===== src/rtl/piano_engine.sv =====
// Purpose: key-priority lesson mode, per-note square-wave tone and a ROM-driven song sequencer.
// Latency: note follows keys after 1 cycle; a ROM word reaches note 2 cycles after its fetch starts.
// Backpressure: none; start is ignored while busy, stop aborts within one cycle.
module piano_engine #(
  parameter int NUM_KEYS  = 8,
  parameter logic [24*NUM_KEYS-1:0] NOTE_HP = {24'd95557, 24'd101239, 24'd113636, 24'd127551,
                                               24'd143172, 24'd151685, 24'd170265, 24'd191113},
  parameter int BEAT_DIV  = 6250000,
  parameter int GAP_CYC   = 500000,
  parameter int NUM_SONGS = 2,
  parameter int SONG_LEN  = 32,
  parameter int ROM_AW    = 6,
  localparam int SEL_W    = (NUM_SONGS > 1) ? $clog2(NUM_SONGS) : 1
) (
  input  logic                CLK,
  input  logic                RESET,
  input  logic [NUM_KEYS-1:0] keys,
  input  logic                start,
  input  logic                stop,
  input  logic [SEL_W-1:0]    song_sel,
  input  logic                loop_en,
  output logic [ROM_AW-1:0]   rom_addr,
  input  logic [7:0]          rom_data,
  output logic                freq_out,
  output logic [3:0]          note,
  output logic [NUM_KEYS-1:0] led,
  output logic                busy
);

  localparam int IDX_W   = (SONG_LEN > 1) ? $clog2(SONG_LEN) : 1;
  localparam int CNT_MAX = (15 * BEAT_DIV > GAP_CYC) ? 15 * BEAT_DIV : GAP_CYC;
  localparam int CNT_W   = $clog2(CNT_MAX + 1);
  localparam logic [SEL_W:0] SONGS_L = (SEL_W+1)'(NUM_SONGS);

  typedef enum logic [2:0] {S_IDLE, S_FETCH, S_WAIT, S_PLAY, S_GAP} state_t;

  state_t             state, state_nxt;
  logic [IDX_W-1:0]   idx, idx_nxt;
  logic [ROM_AW-1:0]  base, base_nxt, addr_nxt;
  logic [CNT_W-1:0]   cnt, cnt_nxt;
  logic [CNT_W-1:0]   play_last, play_last_nxt;
  logic [3:0]         note_nxt, key_note;
  logic [3:0]         rom_note, rom_dur;
  logic               sel_ok, advance, song_end;
  logic [23:0]        hp_sel, tcnt;

  assign rom_note = rom_data[7:4];
  assign rom_dur  = rom_data[3:0];
  assign sel_ok   = {1'b0, song_sel} < SONGS_L;
  assign busy     = (state != S_IDLE);

  // Lesson priority: the highest key bit maps to note 1 and wins over lower bits.
  always_comb begin
    key_note = '0;
    for (int k = NUM_KEYS; k >= 1; k--) begin
      if (keys[NUM_KEYS-k]) key_note = 4'(k);
    end
  end

  // LED one-hot and half-period lookup for the note currently sounding.
  always_comb begin
    led    = '0;
    hp_sel = '0;
    for (int k = 1; k <= NUM_KEYS; k++) begin
      if (note == 4'(k)) begin
        led[NUM_KEYS-k] = 1'b1;
        hp_sel          = NOTE_HP[24*(k-1) +: 24];
      end
    end
  end

  // Sequencer next-state: fetch, wait for ROM data, play, gap; stop overrides everything.
  always_comb begin
    state_nxt     = state;
    idx_nxt       = idx;
    base_nxt      = base;
    cnt_nxt       = cnt;
    play_last_nxt = play_last;
    note_nxt      = note;
    advance       = 1'b0;
    song_end      = 1'b0;
    case (state)
      S_IDLE: begin
        note_nxt = key_note;
        if (start && !stop && sel_ok) begin
          state_nxt = S_FETCH;
          base_nxt  = ROM_AW'(song_sel) * ROM_AW'(SONG_LEN);
          idx_nxt   = '0;
          note_nxt  = '0;
        end
      end
      S_FETCH: state_nxt = S_WAIT;
      S_WAIT: begin
        if (rom_dur == 4'd0 || rom_note > 4'(NUM_KEYS)) begin
          song_end = 1'b1;
        end else begin
          state_nxt     = S_PLAY;
          note_nxt      = rom_note;
          cnt_nxt       = '0;
          play_last_nxt = CNT_W'(rom_dur) * CNT_W'(BEAT_DIV) - CNT_W'(1);
        end
      end
      S_PLAY: begin
        if (cnt == play_last) begin
          note_nxt = '0;
          cnt_nxt  = '0;
          if (GAP_CYC == 0) advance = 1'b1;
          else              state_nxt = S_GAP;
        end else begin
          cnt_nxt = cnt + CNT_W'(1);
        end
      end
      S_GAP: begin
        if (cnt == CNT_W'(GAP_CYC - 1)) begin
          cnt_nxt = '0;
          advance = 1'b1;
        end else begin
          cnt_nxt = cnt + CNT_W'(1);
        end
      end
      default: state_nxt = S_IDLE;
    endcase

    // The last slot word ends the song even without an end marker.
    if (advance) begin
      if (idx == IDX_W'(SONG_LEN - 1)) begin
        song_end = 1'b1;
      end else begin
        idx_nxt   = idx + IDX_W'(1);
        state_nxt = S_FETCH;
      end
    end

    if (song_end) begin
      note_nxt = '0;
      if (loop_en) begin
        idx_nxt   = '0;
        state_nxt = S_FETCH;
      end else begin
        state_nxt = S_IDLE;
      end
    end

    if (stop && state != S_IDLE) begin
      state_nxt = S_IDLE;
      note_nxt  = '0;
    end

    // Address is presented during FETCH so the ROM word lands in WAIT.
    addr_nxt = rom_addr;
    if (state_nxt == S_FETCH) addr_nxt = base_nxt + ROM_AW'(idx_nxt);
  end

  // FSM state register.
  always_ff @(posedge CLK or posedge RESET) begin
    if (RESET) state <= S_IDLE;
    else       state <= state_nxt;
  end

  // Sequencer datapath registers.
  always_ff @(posedge CLK or posedge RESET) begin
    if (RESET) begin
      idx       <= '0;
      base      <= '0;
      rom_addr  <= '0;
      cnt       <= '0;
      play_last <= '0;
      note      <= '0;
    end else begin
      idx       <= idx_nxt;
      base      <= base_nxt;
      rom_addr  <= addr_nxt;
      cnt       <= cnt_nxt;
      play_last <= play_last_nxt;
      note      <= note_nxt;
    end
  end

  // Tone generator: a note change restarts with a full low half-period.
  always_ff @(posedge CLK or posedge RESET) begin
    if (RESET) begin
      tcnt     <= '0;
      freq_out <= 1'b0;
    end else if (note_nxt != note || note_nxt == 4'd0) begin
      tcnt     <= '0;
      freq_out <= 1'b0;
    end else if (tcnt == hp_sel - 24'd1) begin
      tcnt     <= '0;
      freq_out <= ~freq_out;
    end else begin
      tcnt <= tcnt + 24'd1;
    end
  end

endmodule


===== config.mk =====
export PLATFORM = sky130hd
export DESIGN_NAME = piano_engine
export DESIGN_NICKNAME = d
export VERILOG_FILES = /design/src/rtl/piano_engine.sv
export SDC_FILE = /design/constraint.sdc
export NUM_CORES = 1
export LEC_CHECK = 0
export ABC_CLOCK_PERIOD_IN_PS = 5100
export CORE_ASPECT_RATIO = 1.4
export CORE_MARGIN = 2
export CORE_UTILIZATION = 30
export DETAILED_ROUTE_END_ITERATION = 12
export PLACE_DENSITY = 0.52
export SLEW_MARGIN = 20
export SYNTH_ARGS = -nofsm -noshare
export SYNTH_HDL_FRONTEND = slang
export SYNTH_SLANG_ARGS = --single-unit

===== constraint.sdc =====
create_clock -name CLK -period 5.1 [get_ports CLK]
set_input_delay 0.765 -clock CLK [delete_from_list [all_inputs] [get_ports CLK]]
set_output_delay 0.765 -clock CLK [all_outputs]
set_load 0.01 [all_outputs]

# Yosys cells after proc, flatten, opt, wreduce, memory -nomap -nowiden
# Cells that the tools add are included.
# W data, S select, Z words.
# classes
order_cmp,1
div_mod_pow,0
shifts,0
eq_ne,19
n_mux,61
n_bitwise,2
multipliers,1
n_reduce_logical,13
addsub,6
# ops
cell,count
$mux W24,9
$mux W27,3
$pmux W27 S3,1
$mux W4,13
$mux W5,6
$add A27 B1 Y27 const B,1
$eq A27 B19 Y1 const B,1
$eq A27 B27 Y1,1
$sub A27 B1 Y27 const B,1
$add A24 B1 Y24 const B,1
$eq A24 B24 Y1,1
$sub A24 B1 Y24 const B,1
$mul A4 B19 Y23 const B,1
$mux W3,7
$mux W18,1
$mux W1,17
$eq A4 B3 Y1 const B,4
$pmux W3 S5,1
$mux W6,2
$pmux W4 S3,1
$eq A4 B2 Y1 const B,2
$logic_not A4 Y1,2
$add A6 B5 Y6,1
$eq A3 B1 Y1 const B,2
other kinds (17),23
# word_totals
in_bits,22
mem_bits_rw,0
n_memories,0
wordCells,112
latchBits,0
romBits,0
out_inout_bits,20
reg_bits,103

# Depth between registers and ports, before layout
# Gate-level depths: netlist of the first run.
# depth
ltp_word,15
depth_mapped,16
depth_no_buf,16

# Worst setup path before layout of the first run
# No wires, ideal clock.
# synth_path
path_type,input port to flip-flop
startpoint,in rom_data[1]
endpoint,reg play_last[25]
n_path_buf,0
path_slack_ns,0.315
required_ns,5.013
stages,13
arrival_ns,4.698
setup_ns,0.087
path_cell_list,fa_1 > inv_1 > fa_1 > inv_1 > ha_1 > a21o_1 > a221o_1 > a21o_1 > or3_1 > and2_4 > or4_4 > or4_1 > o211ai_1
# synth_via
elab_chain_cells,4
elab_cells_between_ends,6
classes_between,add/sub: 1; mul: 1; bitwise: 1; reduce/logical: 3
# synth_rtl
element,line,source
"start, declared",23,"input logic [7:0] rom_data,"
"parallel branches: the longest is 4 deep, another holds $sub A27 B1 Y27",--,
"end signal, assigned",174,play_last <= play_last_nxt;
"end, declared",41,"logic [CNT_W-1:0] play_last, play_last_nxt;"
# Several ways; the timed one is not identified.
# A chain may end at the register's enable or synchronous reset.

# Worst setup path after layout of the first run
# Ends and elaborated chain as after synthesis.

==> results of run 1 <==
==> per-stage QoR <==
stage	setup TNS, ns	worst slack (ns)	cell area [sq um]
after floorplan	0	0.315	7780
after global placement	-0.201	-0.0935	8870
after detailed placement	-0.339	-0.156	8870
after CTS	0	0.205	9190
after global routing	0	0.0515	9200
final	0	0.217	9200
==> path summary, 6_finish.rpt <==
path                        startpoint             to  slack [ns]  cells after the start
setup / recovery           rom_data[1]  play_last[25]        0.22                     14
hold / removal                 base[0]        base[0]        0.49                      1
setup reg to reg                cnt[0]    rom_addr[5]        0.88                     15
hold reg to reg                base[0]        base[0]        0.49                      1
max in group asynchronous        RESET        cnt[20]        3.19                      3
min in group asynchronous        RESET        tcnt[1]        0.93                      2
==> timing repair <==
action | in CTS | in global routing
buffers inserted | 0 | 0
endpoints found under the setup margin | 0 | 2
endpoints found under the hold margin | 0 | 0
resized for setup | 0 | 1
==> cell usage after synthesis (17+ instances only) <==
cell type   n  area [sq um]
dfrtp_1    99          2480
nor2_1     86           323
nand2_1    79           297
clkbuf_1   32           120
nor3_1     45           225
inv_1      43           161
a21oi_1    42           210
nand3_1    37           185
o21ai_0    50           250
xor2_1     53           464
xnor2_1    43           377
and3_1     24           150
nor4_1     17           106
ha_1       38           475
==> layer usage <==
metal | part of all wire | vias to the layer above
li1 | - | 3447
met1 | 0.43 | 3307
met2 | 0.52 | 126
met3 | 0.023 | 45
met4 | 0.035 | 0
met5 | 0 | -
==> cell families after synthesis <==
logic type | after synthesis | share of synthesized area
flops | 99 | 0.318
xor+xnor | 96 | 0.108
mux | 17 | 0.0235
buf+inv | 91 | 0.0466
compound gates | 204 | 0.176
fa+ha+maj | 47 | 0.0842
simple gates | 374 | 0.243
==> cell usage in the layout (no fill, tap or decap), types with 17 or more instances in the layout <==
cell             Yosys  routed
nand2_1             79      79
and3_1              24      24
a21oi_1             42      42
nor3_1              45      44
nor2_1              86      86
xnor2_1             43      43
buf_4                0      63
dfrtp_1             99      99
nor4_1              17      17
clkdlybuf4s50_1      0      41
xor2_1              53      53
nand3_1             37      37
o21ai_0             50      50
ha_1                38      38
inv_1               43      42
==> cell type report <==
type | instances | share of cell area
Clock inverter | 4 | 0.00816
Sequential cell | 99 | 0.269
Inverter | 43 | 0.0178
Clock buffer | 11 | 0.0264
Multi-Input combinational cell | 738 | 0.539
Tap cell | 319 | 0.0434
Timing Repair Buffer | 104 | 0.0960
==> flip-flops by register name (all words and copies together) (netlist names) <==
name       cells
note           4
state          3
cnt           27
base           6
rom_addr       6
tcnt          24
freq_out       1
idx            5
play_last     23
==> power by group through the flow <==
stage               Combinational, mW  Clock, mW  Sequential, mW
finish                           1.80      0.749            1.05
global route                     2.02      0.800            1.07
detailed placement               1.81          0            1.07
CTS                              1.81      0.766            1.05
global placement                 1.80          0            1.06
floorplan                        1.26          0            1.02
==> worst max-delay path: stages <==
cell and delay, ns:
clkdlybuf4s50_1 0.44, fa_1 0.57, inv_1 0.08, fa_1 0.53, inv_1 0.06, ha_1 0.32
a21o_1 0.18, a221o_1 0.38, a21o_1 0.20, or3_1 0.37, and2_4 0.17, or4_4 0.50
or4_1 0.48, o211ai_1 0.10
==> results.md, run 1 <==
* Synth-to-Final Area Change at 18.1%
* Total routed wirelength at 21400 microns
* Total via count in the routed design at between 6000 and 7000
* CORE AREA at 25500 sq um
* Element type at the critical path start: primary input
* Total power per unit cell area at between 300 and 400 nW/um^2
* Non-filler cells in the finished layout at ~1300
* Yosys warning count at 0
* Number of cells produced by synthesis at 928
* Starting density of the core at 0.306
* Most crowded layer after global routing: met2
* DRT Pass-1 Iters at 10
* Clock edge transition at the registers on the reported setup and hold paths at 0.07 ns
* Number of enable flip-flop cells after synthesis at 0
* Total number of placement rows at 69
* Final-report max-slew violation count at 0
* Sequential power share at 0.291
* Cell total after placement at 1303
* Worst min path class: reg2reg
* Total power at 3.60 mW
* Outcome: finished, violations left
* Total die area at 27300 sq um
* Final core area utilization at 0.361
* Endpoint class of the critical path: flip-flop
* Maximum number of pins on one net before global-route repair at 69
* Part of the total power dissipated in combinational logic at 0.501
* Die height at 195 microns
* Syn_area_per_cell at 8.39 sq um
* Post-Synthesis Net Count at 997
* Int Pwr at between 2 and 2.5 mW
* Via count of the first global-routing pass at 6979
* Switching part of the total power at 0.404
* Total clock buffers created by CTS at 9
* Average detailed-routed wire length per instance at 16.2 microns
* Met2 Resource Use GR at 0.291
* Synth Flop Type: dfrtp_1
* Setup violators final at 0
* Final clock skew at 0.00973 ns
* Clock Root Buffer: clkbuf_16
* Unique masters post-synth at 69
* Horiz. Die Dim at 140 microns
* Avg Vias per Cell at 5.25
* Area used by multi-input combinational logic at 4960 sq um
* Area taken by flip-flops and latches at 2480 sq um
* Top-level port count at 42
* First-pass GRT wire length at ~36000 microns
* Highest clock frequency the design can meet at 0.205 GHz
* CP max FO at 3
* Slew @ Worst Pin at 0.861 ns
* Switching power of the nets at 1.46 mW
* Minimum hold slack at approximately 0.5 ns
* Critical path type: in2reg
* Proportion of layout cells with a drive suffix above 1 at 0.109
* Proportion of power drawn by the clock network at 0.208
* Relative max-transition margin at 0.426
* Setup repair after global routing missed its margin: no
* Overall overflow remaining after global route at 0
* Buffers on Ports at 41
* Latest clock arrival within the worst-skew pair at 0.35 ns
* Number of antenna violations at the first check in global routing at 0
* Antenna cell count at 0
* Seq/Total Area, Yosys at 0.318
* Peak supply drop at between 150 and 200 uV
* Violated checks: design-rule violations
* GRT met1 Usage at 0.193
* TritonCTS clock tree: yes
* Count of filler cells inserted in the layout at 2606
* Hold Violations, Final at 0
* Final Cycle Share at 0.958
* Clk sink count at 99
* Gpl congestion at 0.861
* Overall global routing resource usage at 0.162
* FF+latch count, synth at 99
* Fin nets at between 1000 and 1500
* Number of hold buffers added after CTS at 0
* Post-detailed-route count of antenna-violating nets at 0
* Required time reported for the critical path endpoint at 5.37 ns
* Fraction of registers with async set/reset at 1.00
* DRC violation total after the first TritonRoute iteration at 407
* Data arrival time of the critical path at roughly 5.2 ns
* Detail Placement HPWL at 16600 microns
* Number of H-tree levels at 3
* Number of design rule violations left after detail routing at 7
* Maximum Capacitance Violations at 0
* Leakage power summed over all cells at between 4 and 5 nW
* Grt met3 use at 0.0185
* Area of the mapped netlist at 7780 sq um
* Maximum root-to-sink buffer count at 2
* Post-layout minimum cycle time at 4.88 ns
Note: power is estimated with default switching activity, not from simulation.
==> inputs of run 2 (changes only) <==
- GPL_ROUTABILITY_DRIVEN: default -> 0
==> results of run 2 <==
The final DEF is identical to that of run 1; final timing and power are the same.
==> inputs of run 3 (changes only) <==
- ABC_AREA: default -> 1
- CORE_UTILIZATION: 30 -> 50
- PLACE_DENSITY: 0.52 -> 0.74
- TNS_END_PERCENT: default -> 1
==> results.md, run 3 <==
* Via count of the first global-routing pass at 7027 (was 6979)
* Number of antenna violations at the first check in global routing at 0 (unchanged)
* Final-report max-slew violation count at 0 (unchanged)
* Reg-to-reg critical path endpoint: rom_addr[5] (unchanged)
* Average detailed-routed wire length per instance at 13.9 microns (was 16.2 microns)
* Number of hold buffers added after CTS at 0 (unchanged)
* Most common cell after layout, fill and taps aside: nand2_1 (was dfrtp_1)
* Clock Root Buffer: clkbuf_16 (unchanged)
* CP max-delay cell: fa_1 (unchanged)
* Crit path to: play_last[26] (was play_last[25])
* Peak supply drop at 314 uV (was 191 uV)
* Total clock buffers created by CTS at 9 (unchanged)
* Avg Vias per Cell at 5.38 (was 5.25)
* Multiplexer share of the synthesized area at 0 (was 0.0235)
* Total via count in the routed design at 7327 (was 6925)
* Worst reg2reg startpoint: cnt[0] (unchanged)
* Largest area contributor in the synthesized netlist: dfrtp_1 (unchanged)
* Count of filler cells inserted in the layout at 1477 (was 2606)
* Synth Flop Type: dfrtp_1 (unchanged)
* Post-Synthesis Net Count at 1193 (was 997)
* First-pass GRT wire length at 31700 microns (was 36000 microns)
* Number of cells upsized or downsized after cts at 0 (unchanged)
* DRC violation total after the first TritonRoute iteration at 448 (was 407)
* Commonest cells after routing, fill and taps aside: nand2_1 (267), inv_1 (151), nor2_1 (127) (was dfrtp_1 (99), nor2_1 (86), nand2_1 (79))
* Maximum Capacitance Violations at 0 (unchanged)
* Total number of placement rows at 54 (was 69)
* Maximum number of pins on one net before global-route repair at 65 (was 69)
* Maximum root-to-sink buffer count at 2 (unchanged)
* Synth-to-Final Area Change at 11.1% (was 18.1%)
* Relative max-transition margin at 0.473 (was 0.426)
* Detail Placement HPWL at 15200 microns (was 16600 microns)
* Postcts setup bufs at 0 (unchanged)
* Max FFs per register at 27 (unchanged)
* Crit-path most repeated cell: nand2_1
* TritonCTS clock tree: yes (unchanged)
* Hold Violations, Final at 0 (unchanged)
* CORE AREA at 15500 sq um (was 25500 sq um)
* Synth Area in Simple Gates at 0.344 (was 0.243)
* Proportion of layout cells with a drive suffix above 1 at 0.0771 (was 0.109)
* Commonest cells in the synthesized netlist: nand2_1 (267), inv_1 (152), nor2_1 (127) (was dfrtp_1 (99), nor2_1 (86), nand2_1 (79))
* Largest regs: cnt (27), tcnt (24), play_last (23) (unchanged)
* Number of enable flip-flop cells after synthesis at 0 (unchanged)
* R2R cell count at 17 (was 15)
* Pre-CTS WS at 0.268 ns (was -0.156 ns)
* Highest clock frequency the design can meet at 0.223 GHz (was 0.205 GHz)
* Area of the mapped netlist at 7940 sq um (was 7780 sq um)
* Seq/Total Area, Yosys at 0.312 (was 0.318)
* Area share of the largest cell type after synthesis at 0.312 (was 0.318)
* Total power per unit cell area at 407 nW/um^2 (was 392 nW/um^2)
* Critical path startpoint: rom_data[3] (was rom_data[1])
* Post-synthesis adder-cell area fraction at 0.0826 (was 0.0842)
* Post-layout minimum cycle time at 4.49 ns (was 4.88 ns)
* Syn_area_per_cell at 7.06 sq um (was 8.39 sq um)
* Number of cells produced by synthesis at 1124 (was 928)
* Number of design rule violations left after detail routing at 0 (was 7)
* Compound-cell area share of the yosys netlist at 0.0875 (was 0.176)
* Final clock skew at 0.0148 ns (was 0.00973 ns)
* Critical path type: in2reg (unchanged)
* Element type at the critical path start: primary input (unchanged)
* Total routed wirelength at 18900 microns (was 21400 microns)
* TNS Setup at 0 ns (unchanged)
* Latest clock arrival within the worst-skew pair at 0.36 ns (was 0.35 ns)
* Largest register by flop count: cnt (unchanged)
* FF+latch count, synth at 99 (unchanged)
* Fraction of registers with async set/reset at 1.00 (unchanged)
* Setup repair after global routing missed its margin: no (unchanged)
* Required time reported for the critical path endpoint at 5.38 ns (was 5.37 ns)
* Clock edge transition at the registers on the reported setup and hold paths at 0.08 ns (was 0.07 ns)
* Most frequent cell after synthesis: nand2_1 (was dfrtp_1)
* Cell total after placement at 1347 (was 1303)
* DRT Pass-1 Iters at 5 (was 10)
* Final core area utilization at 0.568 (was 0.361)
* Top-level port count at 42 (unchanged)
* Horiz. Die Dim at 110 microns (was 140 microns)
* Xor/xnor share of the synthesized area at 0.0817 (was 0.108)
* R2R Setup Slk at 1.29 ns (was 0.88 ns)
* Leakage power summed over all cells at 4.19 nW (was 4.02 nW)
* Unique masters post-synth at 51 (was 69)
* Buffers on Ports at 41 (unchanged)
* Antenna cell count at 0 (unchanged)
* Combinational family with the most area after synthesis: simple AND/OR/NAND/NOR gates (unchanged)
* Clk sink count at 99 (unchanged)
* Yosys warning count at 0 (unchanged)
* Post-detailed-route count of antenna-violating nets at 0 (unchanged)
* Starting density of the core at 0.511 (was 0.306)
* Outcome: finished clean (was finished, violations left)
* Setup violators final at 0 (unchanged)
* Non-filler cells in the finished layout at 1363 (was 1318)
* Total die area at 16900 sq um (was 27300 sq um)
* Endpoint class of the critical path: flip-flop (unchanged)
* Overall overflow remaining after global route at 0 (unchanged)
* Fin nets at 1231 (was 1064)
* Setup slack of the critical path after layout at 0.609 ns (was 0.217 ns)
* CP max FO at 8 (was 3)
* Final Cycle Share at 0.881 (was 0.958)
* Data arrival time of the critical path at 4.77 ns (was 5.15 ns)
* CP Cell Sequence: clkdlybuf4s50_1 -> fa_1 -> inv_1 -> fa_1 -> inv_1 -> ha_1 -> nand2_1 -> inv_1 -> nand2_1 -> nor3_1 -> nand2_1 -> nand3_1 -> xor2_1 -> nand2_1 -> nor2_1 -> nand2_1 -> nor2_1 -> nand3_1 -> nand2_1 -> nand2_1 -> nand2_1 (was clkdlybuf4s50_1 -> fa_1 -> inv_1 -> fa_1 -> inv_1 -> ha_1 -> a21o_1 -> a221o_1 -> a21o_1 -> or3_1 -> and2_4 -> or4_4 -> or4_1 -> o211ai_1)
* Number of H-tree levels at 3 (unchanged)
* Largest stage delay on the critical path at 0.62 ns (was 0.57 ns)
* Overall global routing resource usage at 0.226 (was 0.162)
* Slew @ Worst Pin at 0.791 ns (was 0.861 ns)
* Cell types occupying the most area after synthesis: dfrtp_1 (31%), nand2_1 (13%), inv_1 (7.2%) (was dfrtp_1 (32%), ha_1 (6.1%), xor2_1 (6.0%))
* Worst min path class: reg2reg (unchanged)
* Die height at 153 microns (was 195 microns)
## run 3: changes by cell type in the layout (fill, tap and decap cells not counted), moves of 12 or more
cell | previous run | this run
a21o_1 | 16 | 0
nand3_1 | 37 | 70
and3_1 | 24 | 1
nor2_2 | 0 | 28
nand2_1 | 79 | 267
inv_1 | 42 | 151
nand2b_1 | 16 | 0
xor2_1 | 53 | 41
nor2_1 | 86 | 127
nand4_1 | 13 | 33
buf_4 | 63 | 7
nor3_1 | 44 | 32
## run 3: worst min-delay path by stage
stage	startpoint	cells past startpoint	endpoint	slack (ns)
6_report	rom_addr[0]	2	rom_addr[0]	0.49
5_1_grt	base[3]	2	base[3]	0.52
4_1_cts	rom_addr[0]	2	rom_addr[0]	0.49
3_5_place_dp	rom_addr[0]	2	rom_addr[0]	0.47
3_3_place_gp	rom_addr[0]	2	rom_addr[0]	0.46
2_1_floorplan	base[5]	2	base[5]	0.46
## run 3: layout make-up
class | instances | area [sq um] | share of cell area
multi-input cells | 844 | 4730 | 0.536
flip-flops and latches | 99 | 2480 | 0.281
inverters | 160 | 603 | 0.0684
repair buffers | 48 | 463 | 0.0525
well taps | 196 | 245 | 0.0278
clock buffers | 9 | 225 | 0.0255
clock inverters | 7 | 76.3 | 0.00865
## run 3: worst max-delay path: cells and delay by family
family,cells,cell delay [ns]
buf+inv,4,0.86
xor+xnor,1,0.27
simple gates,13,1.33
fa+ha+maj,3,1.56
## run 3: stage by stage
| step | instance area, sq um | hold slack, ns | power [mW] |
|---|---|---|---|
| 2_1_floorplan | 7940 | 0.456 | 2.51 |
| 3_3_place_gp | 8520 | 0.462 | 2.88 |
| 3_5_place_dp | 8520 | 0.465 | 2.91 |
| 4_1_cts | 8820 | 0.487 | 3.61 |
| 5_1_grt | 8820 | 0.523 | 3.90 |
| 6_report | 8820 | 0.487 | 3.59 |
## run 3: per-layer routing
metal	GRT usage	share of wire
met5	0	0
met4	0.130	0.053
met3	0.0238	0.034
met2	0.415	0.52
met1	0.254	0.39
## run 3: kinds of logic (layout without fill, tap and decap cells)
kind of cell	count (synthesis)	in the layout
AO/OA/AOI/OAI	123	123
XOR/XNOR	74	74
adder cells (fa/ha/maj)	47	47
buffers and inverters	181	224
flip-flops	99	99
AND/OR/NAND/NOR	600	600
## run 3: where the power goes
part           total (mW)  internal, mW  switching [mW]
combinational        1.87         0.665            1.20
clock               0.675         0.349           0.326
sequential           1.05         0.912           0.138
